### config.mk
export PLATFORM = sky130hd
export DESIGN_NAME = ps2_rx_decoder
export DESIGN_NICKNAME = d
export VERILOG_FILES = /design/src/rtl/ps2_rx_decoder.sv
export SDC_FILE = /design/constraint.sdc
export NUM_CORES = 1
export LEC_CHECK = 0
export ABC_AREA = 1
export BUFFER_PORTS_ARGS = -buffer_cell sky130_fd_sc_hd__buf_2
export CAP_MARGIN = 25
export CORE_ASPECT_RATIO = 0.75
export CORE_MARGIN = 3
export CORE_UTILIZATION = 55
export CTS_BUF_LIST = sky130_fd_sc_hd__clkbuf_4
export CTS_CLUSTER_SIZE = 40
export DETAILED_ROUTE_END_ITERATION = 6
export GPL_ROUTABILITY_DRIVEN = 1
export PLACE_DENSITY = 0.72
export SKIP_LAST_GASP = 1
export SYNTH_ARGS = -nofsm -noshare
export SYNTH_HDL_FRONTEND = slang
export SYNTH_SLANG_ARGS = --single-unit
### constraint.sdc
create_clock -name CLOCK_50 -period 1.8 [get_ports CLOCK_50]
set_input_delay 0.36 -clock CLOCK_50 [delete_from_list [all_inputs] [get_ports CLOCK_50]]
set_output_delay 0.36 -clock CLOCK_50 [all_outputs]
set_load 0.02 [all_outputs]
### src/rtl/ps2_rx_decoder.sv
// PS/2 device-to-host receiver: sync + glitch filter + 11-bit frame decode; optional make-code-only output under `PS2_BREAK_FILTER_EN.
// Strobe one CLOCK_50 cycle after the filtered stop-bit fall; no backpressure (receive only, line never driven).
`timescale 1ns/1ps
module ps2_rx_decoder #(
  parameter int SYNC_STAGES    = 2,
  parameter int FILTER_LEN     = 8,
  parameter int TIMEOUT_CYCLES = 50000
) (
  input  logic       CLOCK_50,
  input  logic       Resetn,
  input  logic       PS2_CLK,
  input  logic       PS2_DAT,
  output logic [7:0] received_data,
  output logic       received_data_en,
  output logic       frame_error
);

  localparam int FW = $clog2(FILTER_LEN + 1);
  localparam int TW = $clog2(TIMEOUT_CYCLES + 1);

  typedef enum logic [1:0] {IDLE, DATA, PARITY, STOP} state_t;

  logic [SYNC_STAGES-1:0] clk_sync, dat_sync;
  logic                   clk_s, dat_s;
  logic [FW-1:0]          filt_cnt;
  logic                   clk_filt, clk_filt_d;
  logic                   fall;

  state_t      state, state_n;
  logic [2:0]  bit_cnt, bit_cnt_n;
  logic [7:0]  shift, shift_n;
  logic        par, par_n;
  logic [TW-1:0] to_cnt, to_cnt_n;
  logic [7:0]  data_n;
  logic        en_n, err_n;
  logic        frame_ok;
`ifdef PS2_BREAK_FILTER_EN
  logic        brk, brk_n;
`endif

  // Idle-high line: every synchroniser and filter stage presets to 1.
  always_ff @(posedge CLOCK_50 or negedge Resetn) begin
    if (!Resetn) begin
      clk_sync <= '1;
      dat_sync <= '1;
    end else begin
      clk_sync <= {clk_sync[SYNC_STAGES-2:0], PS2_CLK};
      dat_sync <= {dat_sync[SYNC_STAGES-2:0], PS2_DAT};
    end
  end

  assign clk_s = clk_sync[SYNC_STAGES-1];
  assign dat_s = dat_sync[SYNC_STAGES-1];

  always_ff @(posedge CLOCK_50 or negedge Resetn) begin
    if (!Resetn) begin
      filt_cnt   <= '0;
      clk_filt   <= 1'b1;
      clk_filt_d <= 1'b1;
    end else begin
      clk_filt_d <= clk_filt;
      if (clk_s == clk_filt) begin
        filt_cnt <= '0;
      end else if (filt_cnt == FW'(FILTER_LEN - 1)) begin
        filt_cnt <= '0;
        clk_filt <= clk_s;
      end else begin
        filt_cnt <= filt_cnt + 1'b1;
      end
    end
  end

  assign fall     = clk_filt_d & ~clk_filt;
  assign frame_ok = dat_s & ((^shift) ^ par);

  always_comb begin
    state_n   = state;
    bit_cnt_n = bit_cnt;
    shift_n   = shift;
    par_n     = par;
    to_cnt_n  = to_cnt;
    data_n    = received_data;
    en_n      = 1'b0;
    err_n     = 1'b0;
`ifdef PS2_BREAK_FILTER_EN
    brk_n     = brk;
`endif
    // A fall takes priority over a coincident timeout expiry.
    if (fall) begin
      to_cnt_n = '0;
      case (state)
        IDLE: begin
          if (!dat_s) begin
            state_n   = DATA;
            bit_cnt_n = 3'd0;
            shift_n   = 8'h00;
          end
        end
        DATA: begin
          shift_n[bit_cnt] = dat_s;
          bit_cnt_n        = bit_cnt + 3'd1;
          if (bit_cnt == 3'd7) state_n = PARITY;
        end
        PARITY: begin
          par_n   = dat_s;
          state_n = STOP;
        end
        STOP: begin
          state_n = IDLE;
          if (frame_ok) begin
`ifdef PS2_BREAK_FILTER_EN
            if (shift == 8'hF0) begin
              brk_n = 1'b1;
            end else if (brk) begin
              brk_n = 1'b0;
            end else begin
              data_n = shift;
              en_n   = 1'b1;
            end
`else
            data_n = shift;
            en_n   = 1'b1;
`endif
          end else begin
            err_n = 1'b1;
          end
        end
        default: state_n = IDLE;
      endcase
    end else if (state != IDLE) begin
      if (to_cnt == TW'(TIMEOUT_CYCLES - 1)) begin
        state_n  = IDLE;
        to_cnt_n = '0;
        err_n    = 1'b1;
      end else begin
        to_cnt_n = to_cnt + 1'b1;
      end
    end else begin
      to_cnt_n = '0;
    end
  end

  always_ff @(posedge CLOCK_50 or negedge Resetn) begin
    if (!Resetn) begin
      state            <= IDLE;
      bit_cnt          <= 3'd0;
      shift            <= 8'h00;
      par              <= 1'b0;
      to_cnt           <= '0;
      received_data    <= 8'h00;
      received_data_en <= 1'b0;
      frame_error      <= 1'b0;
    end else begin
      state            <= state_n;
      bit_cnt          <= bit_cnt_n;
      shift            <= shift_n;
      par              <= par_n;
      to_cnt           <= to_cnt_n;
      received_data    <= data_n;
      received_data_en <= en_n;
      frame_error      <= err_n;
    end
  end

`ifdef PS2_BREAK_FILTER_EN
  always_ff @(posedge CLOCK_50 or negedge Resetn) begin
    if (!Resetn) brk <= 1'b0;
    else         brk <= brk_n;
  end
`endif

endmodule

==> metrics.csv <==
metric,value,unit
crit path DAT,1.97,ns
"non-filler cells, final",385,
Main synth FF type,dfrtp_1,
Max Slew Vio Count,0,
gpl congestion,0.865,
Buffers on Ports,13,
pin count of the biggest net entering global routing,51,
Post-Synthesis Cells,308,
Crit Path Category,register to register,
largest delay contributor family on the critical path,flip-flops,
# rows,21,
hold_sp,PS2_DAT,
worst-margin pin slew,0.340,ns
Total Routed Length,5000,um
min cycle time layout,1.69,ns
Yosys top cell area share,41.5,%
post-synthesis register bit count,50,
Lkg Pwr,1.39,nW
Post-Syn Nets,320,
clk_lat worst skew,0.38,ns
CP required,2.08,ns
core area,4550,sq um
crit share post-route,93.8,%
"FFs w/ async S/R, synth",100,%
CTS Buffer Depth,2,
number of global-route vias before repair,1858,
fin nets,339,
Pre-antenna DRT Iters,4,
total of max-cap violations,0,
TNS Setup,0,ns
Die Area,5700,sq um
Area Overhead vs Synth,8.97,%
met3 wire len,292,um
WL met2,1990,um
initial core utilization,58.3,%
fraction of layout instances using a drive strength above 1,19.5,%
CP max stage delay,0.45,ns
CP startpoint kind,register,
Sink Count,50,
first-pass GRT wire length,8770,um
CP Max Fanout,9,
Placed Cells,376,
sequential cell area fraction in the yosys report,47.5,%
"area leader, netlist",dfrtp_1,
crit path cell chain,inv_1 -> ha_1 -> mux2i_1 -> nand2_1 -> inv_1 -> o21ai_0 -> nand2_1 -> nand2_1,
cell area power density,749,nW/um^2
Power Total,2.17,mW
H-Tree Depth,2,
DP HPWL,3690,um
vias,2009,
synthesized area per cell,8.61,sq um
Remaining DRCs,0,
CTS tree,yes,
total CTS buffers,5,
antenna violations before repair,0,
Rel. slew slack,77.3,%
Ys Warns,0,
clock transition at the registers of the reported paths,0.15,ns
diode count,0,
fmax,0.593,GHz
leading cell types by total area after synthesis,"dfrtp_1 (42%), nand2_1 (11%), dfstp_2 (5.9%)",
number of primary I/O pins,14,
grt total ovfl,0,
status,finished clean,
Routed Antenna Nets,0,
Crit. Startpoint,state[0],
FF-to-FF Start,state[0],
CP max-delay cell,dfrtp_1,
Root Driver,clkbuf_4,
most frequent CP cell,nand2_1,
top layer in use,met4,
Die X,86.2,um
RSZ-0062 raised after global routing,yes,
Post-Synthesis Cell Area,2650,sq um
worst-case vdd ir drop,0.000534,V
Hold Fails Final Rpt,0,
initial drt markers,179,
final setup violation count,0,
Netlist cell types,33,
WL met1,2680,um
setup ws final,0.112,ns
final core occ,63.6,%
most common cell in the netlist,nand2_1,
Vias/cell,5.22,
post-CTS setup buffer count,0,
hold crit path type,primary input to register,
Post-synth EDFFs,0,
Post-synth top cells,"nand2_1 (75), dfrtp_1 (44), inv_1 (40)",
gr usage total,19.8,%
pre-CTS WS,0.0872,ns
die height,66.1,um
Critical Path Sink Type,register,
post-DR wirelength/cell,13.0,um
crit path buf inv count,2,
clock skew,0.0209,ns
## placed cells by master (no fill, tap or decap)
master	synthesis	final
nor2_1	22	22
nor3_1	7	7
bufinv_16	0	1
clkbuf_4	0	5
buf_2	2	13
nor2_2	5	5
clkinv_4	0	1
nand4_1	4	4
dfstp_2	6	6
inv_2	2	2
buf_4	0	1
dfrtp_1	44	44
nand3_1	26	26
nand2_2	7	6
o21ai_0	6	6
nand3b_1	1	1
nor3b_2	3	3
inv_6	0	1
a211oi_2	1	1
a31oi_1	1	1
mux2i_1	1	1
ha_1	8	7
buf_12	0	1
xnor2_1	5	5
dlygate4sd3_1	0	1
nor3_2	5	5
xor2_1	3	3
nand2_4	0	1
o21a_1	2	2
nor4_4	1	1
nor4_1	2	2
nor2_4	6	6
nand2_1	75	75
o22ai_1	6	6
nand3_2	2	2
ha_2	0	1
a21oi_1	11	11
mux2_2	1	1
nand4_2	1	1
inv_1	40	40
## final cells by class
type | instances | area (sq um)
fillers | 384 | 1660
flip-flops and latches | 50 | 1260
multi-input cells | 212 | 1210
inverters | 42 | 158
repair buffers | 16 | 103
well taps | 57 | 71.3
clock inverters | 3 | 47.5
clock buffers | 5 | 37.5
## report_power, final
group	internal [mW]	switching, mW	total, mW
Clock	0.300	0.381	0.681
Sequential	1.19	0.0457	1.24
Combinational	0.0839	0.162	0.246
Total	1.58	0.589	2.17
## sequential cells by signal, summed over array words and instances, names as in the netlist
signal / count
bit_cnt: 3
clk_filt: 1
clk_filt_d: 1
clk_sync: 2
dat_sync: 2
filt_cnt: 4
frame_error: 1
par: 1
received_data: 8
received_data_en: 1
shift: 8
state: 2
to_cnt: 16
## metrics by stage
stage / hold slack [ns] / cell area (sq um)
6_report: 0.0636 / 2890
3_5_place_dp: 0.349 / 2790
3_3_place_gp: 0.346 / 2790
5_1_grt: 0.0459 / 2890
4_1_cts: 0.0522 / 2880
2_1_floorplan: 0.0644 / 2650
## layer usage
| metal | track usage, % | vias to the layer above |
|---|---|---|
| met3 | 4.48 | 4 |
| met1 | 31.1 | 928 |
| met5 | 0 | - |
| met4 | 5.25 | 0 |
| met2 | 27.0 | 46 |
| li1 | - | 1031 |
## path summary, 6_finish.rpt
check | to | slack [ns] | cells after the start
setup / recovery | shift[7] | 0.11 | 8
hold / removal | dat_sync[0] | 0.06 | 1
setup reg to reg | shift[7] | 0.11 | 8
hold reg to reg | clk_sync[1] | 0.36 | 0
max in group asynchronous | dat_sync[1] | 1.03 | 3
min in group asynchronous | filt_cnt[3] | 0.47 | 3
## timing repair
item                       in CTS  in global routing
hold endpoints to repair       44                  0
setup endpoints to repair       0                 14
resized for setup               0                  2
hold buffers                    1                  0
## kinds of logic after synthesis
group | Yosys count | synth area share [%]
multiplexers | 2 | 0.802
buffers and inverters | 46 | 7.03
adder cells (fa/ha/maj) | 8 | 3.78
flip-flops | 50 | 47.5
XOR/XNOR | 8 | 2.64
AO/OA/AOI/OAI | 27 | 5.90
AND/OR/NAND/NOR | 167 | 32.4
No activity file was read; power rests on OpenSTA's default activity.
